$ cat src/rtl/bp_be_pkg.sv
// rtl/bp_be_pkg.sv - shared types and config helpers for the BE-to-FE command path
package bp_be_pkg;

  // Processor configurations; only the default one exists today
  typedef enum logic [0:0] {
    e_bp_default_cfg
  } bp_params_e;

  localparam int bp_vaddr_width_gp = 39;

  // FE branch metadata forwarded through the BE untouched (is_br is the LSB)
  typedef struct packed {
    logic [3:0] bht_idx;
    logic       src_btb;
    logic       is_jalr;
    logic       is_jal;
    logic       is_br;
  } bp_fe_branch_metadata_fwd_s;

  localparam int bp_md_width_gp = $bits(bp_fe_branch_metadata_fwd_s);

  typedef enum logic [0:0] {
    e_run,
    e_wait
  } bp_be_fe_cmd_state_e;

  // One queued attaboy: training target, metadata and direction qualifiers
  typedef struct packed {
    logic [bp_vaddr_width_gp-1:0] pc;
    bp_fe_branch_metadata_fwd_s   md;
    logic                         taken;
    logic                         ntaken;
  } bp_be_attaboy_entry_s;

  function automatic int bp_vaddr_width(bp_params_e cfg);
    case (cfg)
      e_bp_default_cfg: return bp_vaddr_width_gp;
      default:          return bp_vaddr_width_gp;
    endcase
  endfunction

  function automatic int bp_md_width(bp_params_e cfg);
    case (cfg)
      e_bp_default_cfg: return bp_md_width_gp;
      default:          return bp_md_width_gp;
    endcase
  endfunction

endpackage

$ cat src/rtl/bsg_fifo_1r1w_small.sv
// rtl/bsg_fifo_1r1w_small.sv - small circular-buffer FIFO with registered outputs
module bsg_fifo_1r1w_small #(
  parameter int width_p = 8,
  parameter int els_p   = 4
) (
  input  logic               clk_i,
  input  logic               reset_i,
  input  logic               v_i,
  output logic               ready_o,
  input  logic [width_p-1:0] data_i,
  output logic               v_o,
  output logic [width_p-1:0] data_o,
  input  logic               yumi_i
);

  localparam int ptr_w = (els_p > 1) ? $clog2(els_p) : 1;
  localparam int cnt_w = $clog2(els_p + 1);

  logic [width_p-1:0] mem_q [els_p];
  logic [width_p-1:0] mem_d [els_p];
  logic [ptr_w-1:0]   rptr_q, rptr_d;
  logic [ptr_w-1:0]   wptr_q, wptr_d;
  logic [cnt_w-1:0]   count_q, count_d;
  logic               enq, deq;

  assign v_o    = (count_q != '0);
  assign data_o = mem_q[rptr_q];
  assign deq    = yumi_i & v_o;
  // A dequeue frees its slot in the same cycle, so a full queue can still accept
  assign ready_o = (count_q != cnt_w'(els_p)) | deq;
  assign enq     = v_i & ready_o;

  // Pointer, occupancy and storage next-state
  always_comb begin
    mem_d   = mem_q;
    rptr_d  = rptr_q;
    wptr_d  = wptr_q;
    count_d = count_q;
    if (enq) begin
      mem_d[wptr_q] = data_i;
      wptr_d = (wptr_q == ptr_w'(els_p - 1)) ? '0 : wptr_q + 1'b1;
    end
    if (deq) begin
      rptr_d = (rptr_q == ptr_w'(els_p - 1)) ? '0 : rptr_q + 1'b1;
    end
    if (enq && !deq) begin
      count_d = count_q + 1'b1;
    end else if (deq && !enq) begin
      count_d = count_q - 1'b1;
    end
  end

  // Control state resets; storage contents are don't-care until written
  always_ff @(posedge clk_i) begin
    if (reset_i) begin
      rptr_q  <= '0;
      wptr_q  <= '0;
      count_q <= '0;
    end else begin
      rptr_q  <= rptr_d;
      wptr_q  <= wptr_d;
      count_q <= count_d;
    end
    mem_q <= mem_d;
  end

endmodule

$ cat src/rtl/bp_be_fe_cmd_gen.sv
// rtl/bp_be_fe_cmd_gen.sv - turns resolved control flow into FE redirects and attaboys
module bp_be_fe_cmd_gen
  import bp_be_pkg::*;
#(
  parameter bp_params_e bp_params_p   = e_bp_default_cfg,
  parameter int         attaboy_els_p = 4,
  parameter int         cnt_width_p   = 16,
  localparam int        vaddr_width_p = bp_vaddr_width(bp_params_p),
  localparam int        branch_metadata_fwd_width_p = bp_md_width(bp_params_p)
) (
  input  logic                                   clk_i,
  input  logic                                   reset_n_i,

  input  logic                                   resolve_v_i,
  output logic                                   resolve_ready_o,
  input  logic                                   resolve_epoch_i,
  input  logic [vaddr_width_p-1:0]               resolve_pc_i,
  input  logic [vaddr_width_p-1:0]               resolve_npc_i,
  input  logic [vaddr_width_p-1:0]               resolve_pred_npc_i,
  input  logic                                   resolve_taken_i,
  input  logic [branch_metadata_fwd_width_p-1:0] resolve_br_metadata_fwd_i,

  output logic                                   redirect_v_o,
  input  logic                                   redirect_yumi_i,
  output logic [vaddr_width_p-1:0]               redirect_pc_o,
  output logic                                   redirect_br_v_o,
  output logic [branch_metadata_fwd_width_p-1:0] redirect_br_metadata_fwd_o,
  output logic                                   redirect_br_taken_o,
  output logic                                   redirect_br_ntaken_o,
  output logic                                   redirect_br_nonbr_o,

  output logic                                   attaboy_v_o,
  input  logic                                   attaboy_yumi_i,
  output logic [vaddr_width_p-1:0]               attaboy_pc_o,
  output logic [branch_metadata_fwd_width_p-1:0] attaboy_br_metadata_fwd_o,
  output logic                                   attaboy_taken_o,
  output logic                                   attaboy_ntaken_o,

  output logic                                   epoch_o,
  output logic [cnt_width_p-1:0]                 mispredict_cnt_o,
  output logic [cnt_width_p-1:0]                 attaboy_cnt_o
);

  bp_be_fe_cmd_state_e state_q, state_d;
  logic                                   epoch_q, epoch_d;
  logic [vaddr_width_p-1:0]               redirect_pc_q, redirect_pc_d;
  logic                                   redirect_br_v_q, redirect_br_v_d;
  logic [branch_metadata_fwd_width_p-1:0] redirect_md_q, redirect_md_d;
  logic                                   redirect_taken_q, redirect_taken_d;
  logic                                   redirect_ntaken_q, redirect_ntaken_d;
  logic                                   redirect_nonbr_q, redirect_nonbr_d;
  logic [cnt_width_p-1:0]                 mis_cnt_q, mis_cnt_d;
  logic [cnt_width_p-1:0]                 att_cnt_q, att_cnt_d;

  bp_fe_branch_metadata_fwd_s resolve_md;
  bp_be_attaboy_entry_s       fifo_data_in, fifo_data_out;
  logic fifo_ready, fifo_v, fifo_enq, fifo_deq;
  logic accept, same_epoch, cf, mispredict, load_redirect;
  logic unused_resolve_pc;

  // The instruction PC is not needed to classify; only the next-PC pair matters
  assign unused_resolve_pc = ^resolve_pc_i;

  assign resolve_md      = bp_fe_branch_metadata_fwd_s'(resolve_br_metadata_fwd_i);
  assign resolve_ready_o = (state_q == e_run) & fifo_ready;
  assign accept          = resolve_v_i & resolve_ready_o;
  assign same_epoch      = (resolve_epoch_i == epoch_q);
  assign cf              = resolve_md.is_br | resolve_md.is_jal | resolve_md.is_jalr;
  assign mispredict      = (resolve_npc_i != resolve_pred_npc_i);
  assign load_redirect   = accept & same_epoch & mispredict;
  assign fifo_enq        = accept & same_epoch & ~mispredict & cf;

  assign attaboy_v_o = fifo_v & (state_q == e_run);
  assign fifo_deq    = attaboy_yumi_i & attaboy_v_o;

  assign fifo_data_in.pc     = resolve_npc_i;
  assign fifo_data_in.md     = resolve_md;
  assign fifo_data_in.taken  = resolve_taken_i;
  assign fifo_data_in.ntaken = ~resolve_taken_i;

  bsg_fifo_1r1w_small #(
    .width_p ($bits(bp_be_attaboy_entry_s)),
    .els_p   (attaboy_els_p)
  ) attaboy_fifo (
    .clk_i   (clk_i),
    .reset_i (~reset_n_i),
    .v_i     (fifo_enq),
    .ready_o (fifo_ready),
    .data_i  (fifo_data_in),
    .v_o     (fifo_v),
    .data_o  (fifo_data_out),
    .yumi_i  (fifo_deq)
  );

  // Run until a redirect is loaded, then hold it until the FE consumes it
  always_comb begin
    state_d = state_q;
    case (state_q)
      e_run:   if (load_redirect)   state_d = e_wait;
      e_wait:  if (redirect_yumi_i) state_d = e_run;
      default: state_d = e_run;
    endcase
  end

  // Redirect capture, epoch flip and saturating statistics
  always_comb begin
    epoch_d           = epoch_q;
    redirect_pc_d     = redirect_pc_q;
    redirect_br_v_d   = redirect_br_v_q;
    redirect_md_d     = redirect_md_q;
    redirect_taken_d  = redirect_taken_q;
    redirect_ntaken_d = redirect_ntaken_q;
    redirect_nonbr_d  = redirect_nonbr_q;
    mis_cnt_d         = mis_cnt_q;
    att_cnt_d         = att_cnt_q;
    if (load_redirect) begin
      epoch_d           = ~epoch_q;
      redirect_pc_d     = resolve_npc_i;
      redirect_br_v_d   = 1'b1;
      redirect_md_d     = resolve_br_metadata_fwd_i;
      redirect_taken_d  = cf & resolve_taken_i;
      redirect_ntaken_d = cf & ~resolve_taken_i;
      redirect_nonbr_d  = ~cf;
      if (mis_cnt_q != '1) mis_cnt_d = mis_cnt_q + 1'b1;
    end
    if (fifo_enq && (att_cnt_q != '1)) begin
      att_cnt_d = att_cnt_q + 1'b1;
    end
  end

  // State registers; reset also discards any pending redirect
  always_ff @(posedge clk_i) begin
    if (!reset_n_i) begin
      state_q           <= e_run;
      epoch_q           <= 1'b0;
      redirect_pc_q     <= '0;
      redirect_br_v_q   <= 1'b0;
      redirect_md_q     <= '0;
      redirect_taken_q  <= 1'b0;
      redirect_ntaken_q <= 1'b0;
      redirect_nonbr_q  <= 1'b0;
      mis_cnt_q         <= '0;
      att_cnt_q         <= '0;
    end else begin
      state_q           <= state_d;
      epoch_q           <= epoch_d;
      redirect_pc_q     <= redirect_pc_d;
      redirect_br_v_q   <= redirect_br_v_d;
      redirect_md_q     <= redirect_md_d;
      redirect_taken_q  <= redirect_taken_d;
      redirect_ntaken_q <= redirect_ntaken_d;
      redirect_nonbr_q  <= redirect_nonbr_d;
      mis_cnt_q         <= mis_cnt_d;
      att_cnt_q         <= att_cnt_d;
    end
  end

  assign redirect_v_o               = (state_q == e_wait);
  assign redirect_pc_o              = redirect_pc_q;
  assign redirect_br_v_o            = redirect_br_v_q;
  assign redirect_br_metadata_fwd_o = redirect_md_q;
  assign redirect_br_taken_o        = redirect_taken_q;
  assign redirect_br_ntaken_o       = redirect_ntaken_q;
  assign redirect_br_nonbr_o        = redirect_nonbr_q;

  assign attaboy_pc_o              = fifo_data_out.pc;
  assign attaboy_br_metadata_fwd_o = fifo_data_out.md;
  assign attaboy_taken_o           = fifo_data_out.taken;
  assign attaboy_ntaken_o          = fifo_data_out.ntaken;

  assign epoch_o          = epoch_q;
  assign mispredict_cnt_o = mis_cnt_q;
  assign attaboy_cnt_o    = att_cnt_q;

endmodule

$ cat config.mk
export PLATFORM = sky130hd
export DESIGN_NAME = bp_be_fe_cmd_gen
export DESIGN_NICKNAME = d
export VERILOG_FILES = /design/src/rtl/bp_be_pkg.sv /design/src/rtl/bsg_fifo_1r1w_small.sv /design/src/rtl/bp_be_fe_cmd_gen.sv
export SDC_FILE = /design/constraint.sdc
export NUM_CORES = 1
export LEC_CHECK = 0
export CAP_MARGIN = 20
export CORE_MARGIN = 10
export CORE_UTILIZATION = 45
export CTS_BUF_LIST = sky130_fd_sc_hd__clkbuf_4 sky130_fd_sc_hd__clkbuf_8
export CTS_CLUSTER_SIZE = 28
export DETAILED_ROUTE_END_ITERATION = 8
export PLACE_DENSITY = 0.73
export RECOVER_POWER = 50
export SKIP_CTS_REPAIR_TIMING = 1
export SYNTH_ARGS = -nofsm -noshare
export SYNTH_HDL_FRONTEND = slang
export SYNTH_SLANG_ARGS = --single-unit
export TNS_END_PERCENT = 30
$ cat constraint.sdc
create_clock -name clk_i -period 5 [get_ports clk_i]
set_input_delay 0.75 -clock clk_i [delete_from_list [all_inputs] [get_ports clk_i]]
set_output_delay 0.75 -clock clk_i [all_outputs]
set_load 0.01 [all_outputs]
# After elaboration in Yosys (flattened, before gate mapping)
# Cells that the tools add are included.
# totals
register_bits,288
latchBits,0
ramBits,0
romBits,0
in_bits,132
out_inout_bits,136
memories,0
# classes
add_sub_neg,6
n_mul,0
div,0
magnitude_cmp,3
n_eq_ne,7
shifts,0
mux,13
bitwise_logic,22
n_reduce_logical,9
# ops
cell,count
$bwmux W196,1
$mux W49,3
$bmux W49 S2,1
$demux W49 S2,1
$ne A39 B39 Y1,1
$add A16 B1 Y16 const B,2
$ne A16 B16 Y1 const B,2
$and A1 B1 Y1,12
$ge A3 B3 Y1 const B,2
$mux W3,2
$not A2 Y3,2
$not A1 Y1,5
$add A2 B1 Y2 const B,2
$eq A2 B2 Y1 const B,2
$logic_and A1 B1 Y1,4
$mux W2,2
$add A3 B1 Y3 const B,1
$lt A3 B1 Y1 const B,1
$ne A3 B3 Y1 const B,1
$or A1 B1 Y1,3
$reduce_bool A3 Y1,1
$sub A3 B1 Y3 const B,1
$logic_not A1 Y1,2
$mux W1,2
other kinds (4),4

# Depth between registers and ports, before layout
# Gate-level depths: netlist of the first run.
# logic_depth
ltp_word,15
mapped_depth,11

# Modules after synthesis
# A second synthesis of the first run with hierarchy kept.
# unflattened
hier_cells,805
area_unflattened_um2,11546.1
# modules_own_cells
mod,instances,cells_per_inst,area_each_um2
bsg_fifo_1r1w_small,1,303,7485.9
bp_be_fe_cmd_gen,1,502,4060.1

# Worst setup path before layout of the first run
# Ideal clock, no wire load.
# synth_timing
path_kind,input -> register
from,input port resolve_npc_i[30]
to,"register attaboy_fifo.mem_q[0] in the netlist's numbering, enable pin"
setup_time_ns,0.412
t_arrival_ns,3.229
required_time_ns,4.588
slack_ns,1.359
path_stages,5
cell_sequence,xor2_1 nor4_1 nand4_1 nor4_2 and2_1
# synth_via
elab_chain_len,5
# synth_lines
element,line,text
"start, declared",bp_be_fe_cmd_gen.sv:18,"input logic [vaddr_width_p-1:0] resolve_npc_i,"
$ne A39 B39 Y1,bp_be_fe_cmd_gen.sv:69,assign mispredict = (resolve_npc_i != resolve_pred_npc_i);
$not A1 Y1,bp_be_fe_cmd_gen.sv:71,assign fifo_enq = accept & same_epoch & ~mispredict & cf;
$and A1 B1 Y1 (2 in series),bp_be_fe_cmd_gen.sv:71,
$and A1 B1 Y1,bsg_fifo_1r1w_small.sv:31,assign enq = v_i & ready_o;
named net attaboy_fifo.enq,bsg_fifo_1r1w_small.sv:24,"logic enq, deq;"
"end signal, assigned",bsg_fifo_1r1w_small.sv:64,mem_q <= mem_d;
"end, declared",bsg_fifo_1r1w_small.sv:19,logic [width_p-1:0] mem_q [els_p];
# The timed path passes the listed nets, and every way through them passes these cells.
# A chain may end at the register's enable or synchronous reset.

# Final worst setup path of the first run
# layout_timing
from,input port resolve_npc_i[34]
to,"register redirect_md_q[6], in the netlist redirect_br_metadata_fwd_o[6]"
# layout_via
elab_chain_len,2
# layout_lines
element,line,text
$ne A39 B39 Y1,bp_be_fe_cmd_gen.sv:69,
$and A1 B1 Y1,bp_be_fe_cmd_gen.sv:70,assign load_redirect = accept & same_epoch & mispredict;
"end signal, assigned",bp_be_fe_cmd_gen.sv:149,redirect_md_q <= redirect_md_d;
"end, declared",bp_be_fe_cmd_gen.sv:48,"logic [branch_metadata_fwd_width_p-1:0] redirect_md_q, redirect_md_d;"
# No other way between the ends.

==> results_dict.tcl, run 1 <==
set metrics [dict create \
    clkSlewWorstSetupHoldPaths_ps 50 \
    synth_ff_type "edfxtp_1" \
    finalSetupViolations 0 \
    vias 7199 \
    power.total_mw 5.01 \
    relSlewSlack -0.259 \
    nFillCells 1937 \
    grt_usage 0.178 \
    first_pass_iters 4 \
    synth-edff-count 196 \
    grt_max_degree 59 \
    cp_max_fo 30 \
    synth_warnings 0 \
    grt_overflow 0 \
    fin_crit_sh 0.773 \
    cp-startpoint "resolve_npc_i[34]" \
    start_kind "primary input" \
    outcome "finished, violations left" \
    violations "capacitance limit, slew limit" \
    clkSinkCount 288 \
    min_from "redirect_br_nonbr_o$_SDFFE_PN0P_" \
    cts.htree.levels 2 \
    maxCapViolations 1 \
    wirelength_mm 29.4 \
    drive_gt1_frac 0.149 \
    worst_pin_slew_ps 1890 \
    grt_pass1_vias 7378 \
    wl_per_cell_um 21.5 \
    gp_congestion 0.789 \
    synth_cell_types 44 \
    synth_cells 743 \
    rows 58 \
    min_period_ps 3860 \
    fmax_ghz 0.259 \
    drv_slew 29 \
    ys_ff_latch 288 \
    final_common_cell "edfxtp_1" \
    hold_end "redirect_br_nonbr_o$_SDFFE_PN0P_" \
    powerDensity_mw_per_mm2 330 \
    synth_fp_nets 884 \
    synth_area_mm2 0.0115 \
    vdd_drop_max_mv 0.205 \
    dpl_worst_slack_ps 830 \
    crit_type "primary input to flip-flop" \
    ant_nets 0 \
    grt_pass1_wl_mm 45.4 \
    core_area_mm2 0.0252 \
    final_nets 1139 \
    p_leak_nw 5.30 \
    rsz0062_at_grt "false" \
    cts_tree "built" \
    critPathCaptureType "flip-flop" \
    clock-root-buffer "clkbuf_8" \
    ys_seq_area_frac 0.672 \
    antenna_found_initial 1 \
    async_flop_share 0 \
    finalHoldViolCount 0 \
    finalSetupTns_ps 0 \
    die_x_um 180 \
    min_path_cells 2 \
    multi_input_area_mm2 0.00357 \
    avgSynthCellArea_um2 15.5 \
    skew_ps 13.7 \
    timing.rr.start "attaboy_fifo.count_q[0]$_SDFFE_PN0P_" \
    reg2regPathDepth 6 \
    start_util 0.456 \
    insertion_delay_ps 550 \
    mostFrequentLayoutCells "196 x edfxtp_1, 135 x dlygate4sd3_1, 93 x clkdlybuf4s50_1, 90 x dfxtp_1, 63 x nor2_1" \
    fp.dieArea_mm2 0.0323 \
    io_pins 268 \
    drc 0 \
    required_ps 5390 \
    reg2reg_to "redirect_br_metadata_fwd_o[6]$_SDFFE_PN0P_" \
    die_h_um 180 \
    drt_iter0_drc 420 \
    setup_ws_ps 1140 \
    dpl.hpwl_mm 20.2 \
    regToRegSetupSlack_ps 1690 \
    vias_per_cell 5.26 \
    cts.path.max_buffers 3 \
    cp.arrival_ps 4250 \
    io_buffers 228 \
    hp-class "flip-flop to flip-flop" \
    cts_made_buffers 47 \
    register_area_mm2 0.00773 \
    areaGrowthSynthToFinish_pct 31.9 \
]
-- report_power, final --
group,internal (mW),switching (mW)
registers,2.58,0.0200
logic,0.187,0.212
clock network,1.11,0.896
-- Yosys cell counts, drive strengths merged, types with 3 or more instances --
| master | count | area (um2) |
|---|---|---|
| xor2 | 43 | 377 |
| nor4 | 20 | 144 |
| and3 | 5 | 31.3 |
| o31ai | 12 | 90.1 |
| or4 | 13 | 97.6 |
| mux2i | 60 | 601 |
| o21ai | 8 | 40.0 |
| or3 | 8 | 50.1 |
| nand2 | 27 | 101 |
| a21oi | 26 | 130 |
| nor2 | 63 | 236 |
| and2 | 5 | 31.3 |
| inv | 7 | 26.3 |
| clkbuf | 22 | 82.6 |
| mux4 | 49 | 1100 |
| nor3 | 6 | 30.0 |
| edfxtp | 196 | 5890 |
| nand4 | 7 | 43.8 |
| dfxtp | 92 | 1840 |
| nand2b | 13 | 81.3 |
| nand4b | 3 | 26.3 |
| nor4b | 3 | 41.3 |
| ha | 8 | 100 |
| buf | 16 | 85.1 |
| nand3 | 14 | 70.1 |
-- layer usage --
layer,up-vias,track usage,part of all wire
li1,3378,-,-
met1,3559,0.230,0.42
met2,233,0.286,0.48
met3,29,0.0558,0.084
met4,0,0.0423,0.012
met5,-,0,0
-- final cells by class --
class,count,area share
Sequential cell,288,0.510
Inverter,7,0.00173
Tap cell,330,0.0272
Multi-Input combinational cell,410,0.236
Clock inverter,16,0.00512
Clock buffer,72,0.0575
Timing Repair Buffer,244,0.163
Antenna cell,1,0.000165
-- per-stage QoR --
stage	hold WS, ps	cell area, um2	utilization	std cells
after floorplan	466	11500	-	743
after global placement	443	14200	0.563	1277
after detailed placement	449	14200	0.563	1277
after CTS	460	15100	0.601	1365
after global routing	471	15200	0.602	1368
final	455	15200	0.602	1368
-- worst max-delay path by stage --
stage	endpoint	slack (ps)	cells after the start
3_3_place_gp	attaboy_fifo.count_q[2]$_SDFFE_PN0P_	840	11
5_1_grt	attaboy_fifo.mem_q[155]$_DFFE_PP_	1000	8
3_5_place_dp	attaboy_fifo.mem_q[152]$_DFFE_PP_	830	8
4_1_cts	attaboy_pc_o[34]	1330	2
6_report	redirect_br_metadata_fwd_o[6]$_SDFFE_PN0P_	1140	8
2_1_floorplan	attaboy_fifo.mem_q[0]$_DFFE_PP_	1360	5
-- sequential cells by signal (all words and copies together), names as in the netlist --
register / count
attaboy_fifo.count_q: 3
redirect_br_v_o: 1
redirect_br_ntaken_o: 1
epoch_o: 1
redirect_br_metadata_fwd_o: 8
redirect_br_nonbr_o: 1
mispredict_cnt_o: 16
attaboy_fifo.rptr_q: 2
attaboy_cnt_o: 16
redirect_br_taken_o: 1
attaboy_fifo.mem_q: 196
attaboy_fifo.wptr_q: 2
redirect_v_o: 1
redirect_pc_o: 39
-- worst max-delay path, stage by stage --
cell and delay [ps]:
dlygate4sd3_1 700, xor2_1 430, nor3_1 80, nand4_1 190, o31a_1 1440, buf_12 350
mux2i_1 230, nor2_1 60
-- logic make-up after synthesis --
logic type,share of synthesized area
flops,0.672
compound gates,0.0279
simple gates,0.0908
fa+ha+maj,0.0104
xor+xnor,0.0335
buf+inv,0.0169
mux,0.148
Power figures use the tool's default switching activity.
==> run 2: changes to the inputs <==
- clock period: 5 -> 3.7 ns (I/O delays scaled with it)
==> run 2 against run 1 <==
  * The run now ends clean
  * Power grew 37%
  * Critical path type unchanged
  * Count of clock-buffer cells in the layout grew 6
  * Final area grew 1.2%
  * Combinational power grew 36%
  * Core utilization grew 0.72 points
  * Highest routed layer is now met5
  * Largest cell class unchanged
  * Global-route usage shrank 0.12 points
==> results_dict.tcl, run 2 (synthesis results as in run 1) <==
set metrics [dict create \
    grt_max_degree 52 \
    ant_nets 0 \
    grt_pass1_vias 7503 \
    wirelength_mm 29.4 \
    vdd_drop_max_mv 0.231 \
    insertion_delay_ps 550 \
    mostFrequentLayoutCells "196 x edfxtp_1, 135 x dlygate4sd3_1, 93 x clkdlybuf4s50_1, 90 x dfxtp_1, 63 x nor2_1" \
    topRoutingLayerUsed "met5" \
    crit_chain "dlygate4sd3_1 -> xor2_1 -> nor4_1 -> buf_4 -> nand4_1 -> nor4_1 -> buf_4 -> ha_1 -> inv_1 -> fa_1 -> xor2_1 -> or3_1 -> a21oi_1" \
    p_int_mw 5.32 \
    m1WireLength_mm 12.5 \
    maxCapViolations 0 \
    critPathSlowestCell "dlygate4sd3_1" \
    regMostFlops "attaboy_fifo.mem_q" \
    relSlewSlack 0.224 \
    power_frac_comb 0.079 \
    setup_ws_ps 434 \
    p_leak_nw 5.39 \
    largest_reg_flops 196 \
    fin_crit_sh 0.883 \
    cts.htree.levels 2 \
    finalHoldViolCount 0 \
    clkPwrFrac 0.408 \
    crit_type "primary input to flip-flop" \
    final_nets 1162 \
    clock-root-buffer "clkbuf_8" \
    rows 58 \
    die_h_um 180 \
    io_pins 268 \
    vias 7337 \
    start_util 0.456 \
    cp.arrival_ps 3730 \
    finalSetupViolations 0 \
    critPathCaptureType "flip-flop" \
    dpl.hpwl_mm 20.4 \
    cts_made_buffers 47 \
    required_ps 4160 \
    dpl_worst_slack_ps -43.7 \
    drv_slew 0 \
    areaGrowthSynthToFinish_pct 33.5 \
    grt_pass1_wl_mm 45.4 \
    grt_usage 0.177 \
    min_period_ps 3270 \
    vias_per_cell 5.27 \
    multi_input_area_mm2 0.00357 \
    hp-class "flip-flop to flip-flop" \
    start_kind "primary input" \
    first_pass_iters 5 \
    wl_met2_mm 13.9 \
    final_common_cell "edfxtp_1" \
    slowest_delay_ps 570 \
    powerDensity_mw_per_mm2 447 \
    hold_ws_ps 455 \
    drt_iter0_drc 502 \
    cts.path.max_buffers 3 \
    worst_pin_slew_ps 1160 \
    outcome "finished, final reports clean" \
    io_buffers 228 \
    cts_tree "built" \
    core_area_mm2 0.0252 \
    switching_share 0.223 \
    wl_per_cell_um 21.1 \
    gp_congestion 0.790 \
    rsz0062_at_grt "false" \
    antenna_found_initial 4 \
    grt_overflow 0 \
    power.total_mw 6.85 \
    clkSlewWorstSetupHoldPaths_ps 60 \
    cp_max_fo 2 \
    drc 0 \
    register_area_mm2 0.00773 \
    die_x_um 180 \
    fp.dieArea_mm2 0.0323 \
    dr_wl_met3_mm 2.58 \
    p_seq_frac 0.513 \
    fmax_ghz 0.306 \
    p_switching_mw 1.53 \
    nFillCells 1979 \
    clkSinkCount 288 \
    skew_ps 11.7 \
    drive_gt1_frac 0.158 \
]
run 2: path summary, 6_finish.rpt:
kind | start | to | slack (ps) | cells after the start
min reg2reg | redirect_br_taken_o$_SDFFE_PN0P_ | redirect_br_taken_o$_SDFFE_PN0P_ | 460 | 2
min | redirect_br_taken_o$_SDFFE_PN0P_ | redirect_br_taken_o$_SDFFE_PN0P_ | 460 | 2
max reg2reg | attaboy_fifo.count_q[0]$_SDFFE_PN0P_ | mispredict_cnt_o[8]$_SDFFE_PN0P_ | 960 | 7
max | resolve_npc_i[23] | attaboy_fifo.count_q[2]$_SDFFE_PN0P_ | 430 | 13
run 2: metal layers:
layer  vias up  global-route usage
met1      3615               0.232
met3        38              0.0592
met4         2              0.0420
li1       3425                   -
met2       257               0.278
met5         -                   0
run 2: through the flow:
stage,setup TNS [ps],utilization,instances,instance area (um2)
2_1_floorplan,0,-,743,11500
3_3_place_gp,-33.8,0.574,1302,14500
3_5_place_dp,-43.7,0.574,1302,14500
4_1_cts,0,0.613,1389,15400
5_1_grt,0,0.609,1390,15300
6_report,0,0.609,1392,15300
run 2: critical path: cells and delay by family:
| family | cells | cell delay (ps) |
|---|---|---|
| buffers and inverters | 4 | 970 |
| AND/OR/NAND/NOR | 4 | 1150 |
| XOR/XNOR | 2 | 390 |
| adder cells (fa/ha/maj) | 2 | 530 |
| AO/OA/AOI/OAI | 1 | 140 |
run 2: cell type report:
class	count	area share
Clock buffer	78	0.0606
Multi-Input combinational cell	410	0.233
Inverter	7	0.00171
Antenna cell	3	0.000489
Tap cell	330	0.0269
Sequential cell	288	0.504
Timing Repair Buffer	267	0.170
Clock inverter	9	0.00318
run 2: power groups by stage:
stage,combinational (mW),sequential (mW),clock [mW]
after floorplan,0.212,3.61,0
after global placement,0.587,3.58,0
after detailed placement,0.595,3.58,0
after CTS,0.599,3.52,2.87
after global routing,0.591,3.52,3.02
final,0.545,3.52,2.79
